===== src/rtl/reset_seq_pkg.sv =====
// Shared types and helpers for the PLL reset sequencer.
package reset_seq_pkg;

    typedef enum logic [1:0] {
        ASSERT    = 2'd0,
        WAIT_LOCK = 2'd1,
        SEQ       = 2'd2,
        RUN       = 2'd3
    } rseq_state_t;

    localparam int LOSS_CNT_W = 8;

    // Largest of three timing parameters; sizes the shared counter.
    function automatic int max3(input int a, input int b, input int c);
        int m;
        m = a;
        if (b > m) m = b;
        if (c > m) m = c;
        return m;
    endfunction

endpackage


===== src/rtl/sync_bit.sv =====
// Generic multi-flop synchroniser for a single asynchronous bit.
module sync_bit #(
    parameter int STAGES = 2
) (
    input  logic clk,
    input  logic rst,
    input  logic d,
    output logic q
);

    logic [STAGES-1:0] ff;

    // Shift the asynchronous input through the flop chain; cleared on reset.
    always_ff @(posedge clk or posedge rst) begin
        if (rst) begin
            ff <= '0;
        end else begin
            ff <= {ff[STAGES-2:0], d};
        end
    end

    assign q = ff[STAGES-1];

endmodule


===== src/rtl/reset_sequencer.sv =====
// Holds N_CH reset outputs until the PLL lock is stable, then releases them
// one at a time in index order. Lock loss or a software request re-asserts all.
//
// state     | meaning
// ----------+-----------------------------------------------------------
// ASSERT    | all outputs held, minimum assertion time running
// WAIT_LOCK | all outputs held, counting consecutive synced-locked cycles
// SEQ       | releasing channels one by one, STEP_DLY cycles apart
// RUN       | all channels released, rst_done high
module reset_sequencer
    import reset_seq_pkg::*;
#(
    parameter int N_CH        = 4,
    parameter int SYNC_STAGES = 2,
    parameter int LOCK_FILTER = 16,
    parameter int MIN_ASSERT  = 8,
    parameter int STEP_DLY    = 4
) (
    input  logic                  clk,
    input  logic                  rst,
    input  logic                  locked_in,
    input  logic                  sw_rst_req,
    output logic [N_CH-1:0]       rst_out,
    output logic                  rst_done,
    output logic [LOSS_CNT_W-1:0] lock_loss_cnt
);

    localparam int CNT_MAX = max3(MIN_ASSERT, LOCK_FILTER, STEP_DLY);
    localparam int CNT_W   = $clog2(CNT_MAX) + 1;
    localparam int IDX_W   = $clog2(N_CH) + 1;

    localparam logic [CNT_W-1:0] MA_LAST   = CNT_W'(MIN_ASSERT - 1);
    localparam logic [CNT_W-1:0] LF_LAST   = CNT_W'(LOCK_FILTER - 1);
    localparam logic [CNT_W-1:0] STEP_LAST = CNT_W'(STEP_DLY - 1);
    localparam logic [IDX_W-1:0] IDX_LAST  = IDX_W'(N_CH - 1);

    rseq_state_t      state;
    logic [CNT_W-1:0] cnt;
    logic [IDX_W-1:0] idx;
    logic             armed;
    logic             locked_s;
    logic             active;
    logic             lock_fault;
    logic             fault;

    sync_bit #(
        .STAGES (SYNC_STAGES)
    ) u_lock_sync (
        .clk (clk),
        .rst (rst),
        .d   (locked_in),
        .q   (locked_s)
    );

    // Lock loss only matters once release has started; a software request
    // restarts the sequence from any state except ASSERT, where it just
    // extends the hold time.
    assign active     = (state == SEQ) || (state == RUN);
    assign lock_fault = active && !locked_s;
    assign fault      = lock_fault || (sw_rst_req && (state != ASSERT));

    // Sequencer FSM with shared timer, channel index, outputs and lock-loss counter.
    // The first edge after reset release only arms the FSM, so the hold time
    // is measured from a clean edge rather than from the reset deassertion.
    always_ff @(posedge clk or posedge rst) begin
        if (rst) begin
            state         <= ASSERT;
            cnt           <= '0;
            idx           <= '0;
            armed         <= 1'b0;
            rst_out       <= '1;
            rst_done      <= 1'b0;
            lock_loss_cnt <= '0;
        end else if (!armed) begin
            armed <= 1'b1;
        end else if (fault) begin
            state    <= ASSERT;
            cnt      <= '0;
            idx      <= '0;
            rst_out  <= '1;
            rst_done <= 1'b0;
            if (lock_fault && (lock_loss_cnt != '1)) begin
                lock_loss_cnt <= lock_loss_cnt + 1'b1;
            end
        end else begin
            case (state)
                ASSERT: begin
                    rst_out  <= '1;
                    rst_done <= 1'b0;
                    idx      <= '0;
                    if (sw_rst_req) begin
                        cnt <= '0;
                    end else if (cnt == MA_LAST) begin
                        state <= WAIT_LOCK;
                        cnt   <= '0;
                    end else begin
                        cnt <= cnt + 1'b1;
                    end
                end
                WAIT_LOCK: begin
                    if (!locked_s) begin
                        cnt <= '0;
                    end else if (cnt == LF_LAST) begin
                        state <= SEQ;
                        cnt   <= '0;
                        idx   <= '0;
                    end else begin
                        cnt <= cnt + 1'b1;
                    end
                end
                SEQ: begin
                    if (cnt == STEP_LAST) begin
                        cnt <= '0;
                        for (int k = 0; k < N_CH; k++) begin
                            if (idx == IDX_W'(k)) begin
                                rst_out[k] <= 1'b0;
                            end
                        end
                        if (idx == IDX_LAST) begin
                            state    <= RUN;
                            rst_done <= 1'b1;
                        end else begin
                            idx <= idx + 1'b1;
                        end
                    end else begin
                        cnt <= cnt + 1'b1;
                    end
                end
                RUN: begin
                    rst_out  <= '0;
                    rst_done <= 1'b1;
                end
                default: begin
                    state <= ASSERT;
                end
            endcase
        end
    end

endmodule


===== config.mk =====
export PLATFORM = sky130hd
export DESIGN_NAME = reset_sequencer
export DESIGN_NICKNAME = d
export VERILOG_FILES = /design/src/rtl/reset_seq_pkg.sv /design/src/rtl/sync_bit.sv /design/src/rtl/reset_sequencer.sv
export SDC_FILE = /design/constraint.sdc
export NUM_CORES = 1
export LEC_CHECK = 0
export ABC_AREA = 1
export CAP_MARGIN = 30
export CORE_MARGIN = 2
export CORE_UTILIZATION = 35
export DETAILED_ROUTE_END_ITERATION = 12
export DONT_BUFFER_PORTS = 1
export GPL_TIMING_DRIVEN = 0
export PLACE_DENSITY_LB_ADDON = 0.15
export SLEW_MARGIN = 20
export SYNTH_ARGS = -nofsm -noshare
export SYNTH_HDL_FRONTEND = slang
export SYNTH_SLANG_ARGS = --single-unit

===== constraint.sdc =====
create_clock -name clk -period 2.3 [get_ports clk]
set_input_delay 0.115 -clock clk [delete_from_list [all_inputs] [get_ports clk]]
set_output_delay 0.115 -clock clk [all_outputs]
set_load 0.02 [all_outputs]

# Word level (Yosys, flattened, before mapping)
# Cells that the tools add are included.
# op_classes
add_sub_neg,3
eq_ne,20
n_mux,32
n_reduce_logical,19
# op_table
cell,count
5-bit 2-to-1 mux,6
3-bit by 2-bit != test with 1-bit output (second input constant),6
4-bit AND reduction,4
3-bit 2-to-1 mux,5
5-bit one-hot mux with 3 select lines,1
2-bit 2-to-1 mux,7
3-bit != test (second input constant),4
4-bit one-hot mux with 3 select lines,1
3-bit one-hot mux with 3 select lines,1
8-bit by 1-bit adder with 8-bit output (second input constant),1
4-bit 2-to-1 mux,2
8-bit != test (second input constant),1
8-bit AND reduction,1
4-bit nonzero test,2
1-bit 2-to-1 mux,7
3-bit by 2-bit == test with 1-bit output (second input constant),2
2-bit one-hot mux with 3 select lines,1
6-bit AND reduction,1
5-bit by 1-bit adder with 5-bit output (second input constant),1
5-bit by 2-bit == test with 1-bit output (second input constant),1
5-bit by 3-bit == test with 1-bit output (second input constant),1
5-bit by 4-bit == test with 1-bit output (second input constant),1
2-bit == test (second input constant),2
3-bit by 1-bit adder with 3-bit output (second input constant),1
other kinds (11),14
# word_totals
reg_bits,26
input_bits,4
out_inout_bits,13
word_cells,85

# Longest topological paths before layout
# Gate-level depths: netlist (run 1).
# depth
ltp_word,6
mapped_depth,12
ltp_nobuf,12

# Cells and area by module
# A second synthesis (run 1) with hierarchy kept.
# hier_totals
hier_cells,212
area_unflattened_um2,1695.4
# by_module_without_submodules
mod,instances,cells_each,area_per_inst_um2,seq_area_each_um2
reset_sequencer,1,209,1641.6,605.6
sync_bit,1,3,53.8,50.0

# Least setup slack after synthesis (run 1)
# No wires, ideal clock.
# synth_path
path_type,register to register
startpoint,register lock_loss_cnt[1]
endpoint,register lock_loss_cnt[3]
setup_time_ns,0.117
arrival_time_ns,1.427
required_time_ns,2.183
setup_slack_ns,0.756
path_stages_with_launch,10
n_path_buf,1
period_less_slack_ns,1.544
cell_sequence,dfrtp_1 > ha_1 > inv_1 > nor3_4 > nand3_2 > nand2_2 > inv_2 > buf_6 > nand3b_1 > nand2_1
# synth_between
elab_chain_len,3
elab_cells_between_ends,4
classes_between,add/sub: 1; eq/ne: 1; reduce/logical: 2
# synth_lines
item,line_no,source
"start, declared",reset_sequencer.sv:25,output logic [LOSS_CNT_W-1:0] lock_loss_cnt
"start signal, assigned",reset_sequencer.sv:83,lock_loss_cnt <= lock_loss_cnt + 1'b1;
"parallel branches: the longest is 3 deep, another holds 8-bit by 1-bit adder with 8-bit output",--,
# Several ways; the timed one is not identified.
# A chain may end at the register's enable or synchronous reset.

# Worst setup path after layout (run 1)
# layout_path
startpoint,register state[0]
endpoint,register idx[0]
# layout_between
elab_chain_len,6
elab_cells_between_ends,17
classes_between,eq/ne: 7; mux: 2; reduce/logical: 8
# layout_lines
item,line_no,source
"start, declared",reset_sequencer.sv:37,rseq_state_t state;
"start signal, assigned",reset_sequencer.sv:67,state <= ASSERT;
"start signal, assigned",reset_sequencer.sv:77,state <= ASSERT;
"start signal, assigned",reset_sequencer.sv:94,state <= WAIT_LOCK;
"2-bit == test, on equally long branches","reset_sequencer.sv:58, reset_sequencer.sv:86",
1-bit logical OR,reset_sequencer.sv:58,assign active = (state == SEQ) || (state == RUN);
1-bit logical AND,reset_sequencer.sv:59,assign lock_fault = active && !locked_s;
1-bit logical OR,reset_sequencer.sv:60,assign fault = lock_fault || (sw_rst_req && (state != ASSERT));
3-bit != test (no source line) (tied with other cells),--,
6-bit AND reduction (no source line),--,
"end signal, assigned",reset_sequencer.sv:123,idx <= idx + 1'b1;
"end, declared",reset_sequencer.sv:39,logic [IDX_W-1:0] idx;
# Parallel ways exist; a longest one is shown, timed or not.

==> flow_summary_export.csv, run 1 <==
group,metric,value,unit
power,p_clk_share,15.9,%
yosys,yosysUniqueCellTypes,25,
sta,hold_ws,0.0896,ns
sta,post-route-min-period,1.77,ns
final_layout,final_nets,245,
critical_path,required,2.51,ns
grt,grt_max_degree,18,
route,drt-wirelength-per-cell,11.4,um
yosys,syn_area,0.00169,sq mm
cts,cts_sinks,26,
yosys,avgSynthCellArea,7.72,sq um
yosys,yosysTopAreaCellShare,32.5,%
cts,clk_path_buf_depth,2,
sta,worst_slack,0.526,ns
power,power.switching,816,uW
critical_path,cp_max_fo,8,
sta,setup_viol,0,
power,swShare,44.4,%
cts,cts_tree,"built",
place,numPlacedInstances,274,
yosys,syn_inst,219,
route,route.detailed.drc,0,
cts,ctsResizeCount,0,
grt,grt_pass1_vias,1229,
route,drt_iter0_drc,54,
place,io_buffers,0,
outcome,status,"complete, no violations",
job,drv_cap,0,
yosys,yosysSeqAreaShare,38.8,%
sta,rsz0062_at_grt,"false",
place,dpl_worst_slack,0.555,ns
final_layout,stdcell_count,280,
cts,path_clk_slew,0.09,ns
route,via_per_inst,4.59,
yosys,ys_ff_latch,26,
yosys,netlist.top_cell.by_area,"dfrtp_1",
floorplanning,die_x,73.5,um
sta,slew_violations,0,
cts,insertion_delay,0.27,ns
critical_path,arrival,1.99,ns
final_layout,syn2layout_area_growth,10.1,%
sta,tns,0,ns
yosys,netlist_top_cells_area,"dfrtp_1 33%, nand2_1 14%, ha_1 10%",
critical_path,endpoint_kind,"flop",
grt,grt_pass1_wl,5400,um
floorplanning,io_pins,17,
sta,fin_crit_sh,77.1,%
floorplanning,fp.dieH,73.5,um
power,p_leak,0.972,nW
critical_path,worst-setup-path-type,"reg2reg",
power,intPower,1.02,mW
final_layout,ff_latch_area,656,sq um
critical_path,start_kind,"flop",
grt,antenna_found_initial,0,
place,hpwl,2570,um
power,peakVddDrop,0.000384,V
grt,track_usage,12.9,%
final_layout,fillers,502,
sta,fmax,0.564,GHz
cts,cts_setup_buffers,0,
sta,final_hold_viol_count,0,
final_layout,diodes,0,
yosys,ys.warnings.count,0,
yosys,synthesis.nets,237,
cts,cts.htree.levels,1,
power,p_comb_share,41.6,%
sta,finClkSkew,0.00467,ns
route,drt-total-wl,3200,um
grt,grt-ovfl-total,0,
min_path,hold_path.class,"in2reg",
power,p_seq_share,42.6,%
power,p_per_area,986,mW/mm^2
floorplanning,start_util,36.1,%
cts,cts_root_buf,"clkbuf_8",
final_layout,drive_gt1_share,14.6,%
route,dr_total_vias,1284,
route,firstDrtPassIters,4,
floorplanning,core_area,0.00469,sq mm
cts,cts_buffers,3,
cts,cts_hold_buf,2,
route,postRouteAntennaNets,0,
final_layout,multiInputGateArea,890,sq um
place,gp_congestion,0.723,
floorplanning,fp-row-count,25,
floorplanning,die-area,0.00541,sq mm
==> cell usage in the layout (no fill, tap or decap), drive strengths merged <==
cell type,instances
xor2,5
dlygate4sd3,2
nand2,71
o211ai,1
buf,3
ha,14
nor2,22
nand3,22
nor3,4
o21ai,10
clkbuf,4
nand4,2
dfrtp,22
conb,1
nand3b,2
dfstp,4
a21oi,4
inv,33
==> area by class of cell <==
| type | instances | area share, % |
|---|---|---|
| buffer | 2 | 1.21 |
| clock buffer | 4 | 2.96 |
| inverter | 33 | 6.65 |
| multi-input combinational | 158 | 47.8 |
| sequential | 26 | 35.2 |
| tap | 54 | 3.63 |
| timing repair buffer | 3 | 2.55 |
==> state kept, by name, summed over array words and instances (netlist names) <==
name            flops
lock_loss_cnt       8
cnt                 5
rst_out             4
idx                 3
state               2
u_lock_sync.ff      2
armed               1
rst_done            1
==> power groups by stage <==
stage / clock network, mW / logic, mW / registers (mW)
2_1_floorplan: 0 / 0.631 / 0.762
3_3_place_gp: 0 / 0.767 / 0.791
3_5_place_dp: 0 / 0.776 / 0.791
4_1_cts: 0.318 / 0.781 / 0.783
5_1_grt: 0.331 / 0.898 / 0.799
6_report: 0.292 / 0.763 / 0.782
==> worst max-delay path, cell delays in order, from the launching register on <==
cell	delay, ns
dfrtp_1	0.44
inv_1	0.09
ha_1	0.21
buf_6	0.14
o21ai_4	0.20
nand3_2	0.18
o21ai_1	0.16
inv_1	0.10
nand2_2	0.10
nand2_1	0.05
nand2_1	0.05
==> routing by layer <==
metal | vias up | part of all wire, % | GRT usage, %
met5 | - | 0 | 0
met4 | 0 | 0.72 | 3.64
met3 | 4 | 3.6 | 3.84
met2 | 17 | 44 | 20.2
met1 | 572 | 51 | 17.4
li1 | 691 | - | -
==> cell usage after synthesis (all sizes together) <==
cell / count
o211ai: 1
dfstp: 4
conb: 1
o21ai: 10
buf: 2
nand3b: 2
nor2: 22
dfrtp: 22
xor2: 5
nand3: 22
ha: 14
inv: 33
a21oi: 4
nor3: 4
nand2: 71
nand4: 2
==> logic make-up (layout without fill, tap and decap cells) <==
group | after synthesis | after routing | share of synthesized area (%)
DFF | 26 | 26 | 38.8
AOI/OAI and AO/OA | 15 | 15 | 5.70
adders and majority gates | 14 | 14 | 10.4
other | 1 | 1 | 0.222
xor gates and xnor gates | 5 | 5 | 2.59
buffers and inverters | 35 | 42 | 8.65
and+or+nand+nor | 123 | 123 | 33.7
==> path summary, 6_finish.rpt <==
| kind | from | to | slack [ns] | depth (start not counted) |
|---|---|---|---|---|
| max | state[0] | idx[0] | 0.53 | 10 |
| min | sw_rst_req | cnt[2] | 0.09 | 5 |
| max reg2reg | state[0] | idx[0] | 0.53 | 10 |
| min reg2reg | u_lock_sync.ff[0] | u_lock_sync.ff[1] | 0.36 | 0 |
| max in group asynchronous | rst | rst_out[3] | 1.47 | 3 |
| min in group asynchronous | rst | cnt[2] | 0.31 | 2 |
==> metrics by stage <==
step	instance area, sq um	utilization, %	total power [mW]
6_report	1860	39.7	1.84
5_1_grt	1860	39.7	2.03
4_1_cts	1860	39.7	1.88
3_3_place_gp	1760	37.5	1.56
3_5_place_dp	1790	38.1	1.57
2_1_floorplan	1690	-	1.39
Note: power is estimated with default switching activity, not from simulation.
==> run 2: changes to the inputs <==
- clock period: 2.3 -> 1.8 ns (I/O delays scaled with it)
==> flow_summary_export.csv, run 2 (synthesized netlist as in run 1, its figures left out) <==
group,metric,value,unit
outcome,status,"complete, no violations",
grt,antenna_found_initial,0,
route,drt-total-wl,3320,um
cts,cts_buffers,3,
sta,setup_viol,0,
cts,cts_tree,"built",
floorplanning,fp-row-count,25,
sta,tns,0,ns
place,placedInstanceArea,0.00179,sq mm
final_layout,final_util,42.4,%
final_layout,largestRegisters,"lock_loss_cnt x8, cnt x5, rst_out x4",
floorplanning,io_pins,17,
place,io_buffers,0,
sta,rsz0062_at_grt,"true",
sta,worst_slack,0.110,ns
route,drt_iter0_drc,51,
power,p_leak,1.01,nW
min_path,hold_path.class,"in2reg",
critical_path,cp_max_fo,7,
sta,hold_ws,0.0833,ns
sta,post-route-min-period,1.69,ns
final_layout,regMostFlops,"lock_loss_cnt",
route,dr_total_vias,1329,
grt,grt_pass1_vias,1229,
grt,grt_max_degree,18,
floorplanning,start_util,36.1,%
cts,cts_sinks,26,
route,firstDrtPassIters,4,
final_layout,final_nets,251,
grt,track_usage,12.9,%
final_layout,syn2layout_area_growth,17.7,%
route,route.detailed.drc,0,
grt,grt_pass1_wl,5400,um
critical_path,endpoint_kind,"flop",
cts,clk_path_buf_depth,2,
final_layout,drive_gt1_share,25.4,%
cts,cts.htree.levels,1,
critical_path,start_kind,"flop",
cts,path_clk_slew,0.09,ns
power,peakVddDrop,0.000510,V
critical_path,arrival,1.86,ns
floorplanning,fp.dieH,73.5,um
cts,cts_root_buf,"clkbuf_8",
sta,finClkSkew,0.00419,ns
final_layout,layout_commonest_cell,"nand2_1",
power,p_per_area,1270,mW/mm^2
route,via_per_inst,4.65,
final_layout,layout_common_cells,"59 x nand2_1, 26 x inv_1, 19 x nand3_1",
place,gp_congestion,0.723,
floorplanning,die-area,0.00541,sq mm
critical_path,reg2reg_setup_slack,0.11,ns
sta,fmax,0.592,GHz
final_layout,finalInstanceArea,0.00199,sq mm
sta,final_hold_viol_count,0,
route,drt-wirelength-per-cell,11.6,um
route,postRouteAntennaNets,0,
sta,fin_crit_sh,93.9,%
floorplanning,die_x,73.5,um
place,dpl_worst_slack,0.0547,ns
place,hpwl,2570,um
final_layout,diodes,0,
sta,slew_violations,0,
floorplanning,core_area,0.00469,sq mm
critical_path,required,1.97,ns
cts,insertion_delay,0.27,ns
job,drv_cap,0,
grt,grt-ovfl-total,0,
critical_path,worst-setup-path-type,"reg2reg",
final_layout,largest_reg_flops,8,
-- run 2: cell type report --
cell class | count | area [sq um]
Buffer | 2 | 22.5
Multi-Input combinational cell | 158 | 968
Tap cell | 54 | 67.6
Timing Repair Buffer | 9 | 92.6
Sequential cell | 26 | 661
Inverter | 33 | 124
Fill cell | 487 | 2700
Clock buffer | 4 | 55.1
-- run 2: layer usage --
metal  share of wire [%]  routed length [um]  track usage, %  vias up
met4                0.69                  23            3.64        0
met2                  46                1540            20.2       18
met5                   0                   0               0        -
met1                  49                1630            17.4      603
li1                    -                   -               -      704
met3                 3.8                 125            3.84        4
-- run 2: worst paths after layout --
check                             startpoint                end  depth (start not counted)
setup / recovery                    state[0]             idx[0]                         12
hold / removal                    sw_rst_req             cnt[2]                          5
setup reg to reg                    state[0]             idx[0]                         12
hold reg to reg            u_lock_sync.ff[0]  u_lock_sync.ff[1]                          0
max in group asynchronous                rst         rst_out[3]                          3
min in group asynchronous                rst             cnt[2]                          2
-- run 2: what timing repair did --
| item | CTS | global route |
|---|---|---|
| hold buffers | 2 | 0 |
| gates resized for setup | 0 | 28 |
| hold endpoints to repair | 7 | 0 |
| endpoints found under the setup margin | 0 | 20 |
| buffers inserted | 0 | 6 |
-- run 2: power breakdown --
part / total (mW) / switching (mW) / internal, mW
registers: 1.02 / 0.251 / 0.772
logic: 1.12 / 0.695 / 0.427
clock network: 0.373 / 0.178 / 0.196
-- run 2: critical path, stage by stage, from the launching register on --
cell     delay (ns)
dfrtp_2        0.42
inv_2          0.07
ha_4           0.15
buf_6          0.13
buf_4          0.15
inv_2          0.06
a21oi_2        0.04
nand2_1        0.09
nand2_2        0.06
nor2_4         0.20
nand2_2        0.11
nand2_1        0.06
nand2_1        0.05
-- run 2: per-stage QoR --
step,std cells,power (mW)
2_1_floorplan,219,1.78
3_3_place_gp,273,1.99
3_5_place_dp,274,2.00
4_1_cts,280,2.40
5_1_grt,286,2.77
6_report,286,2.52
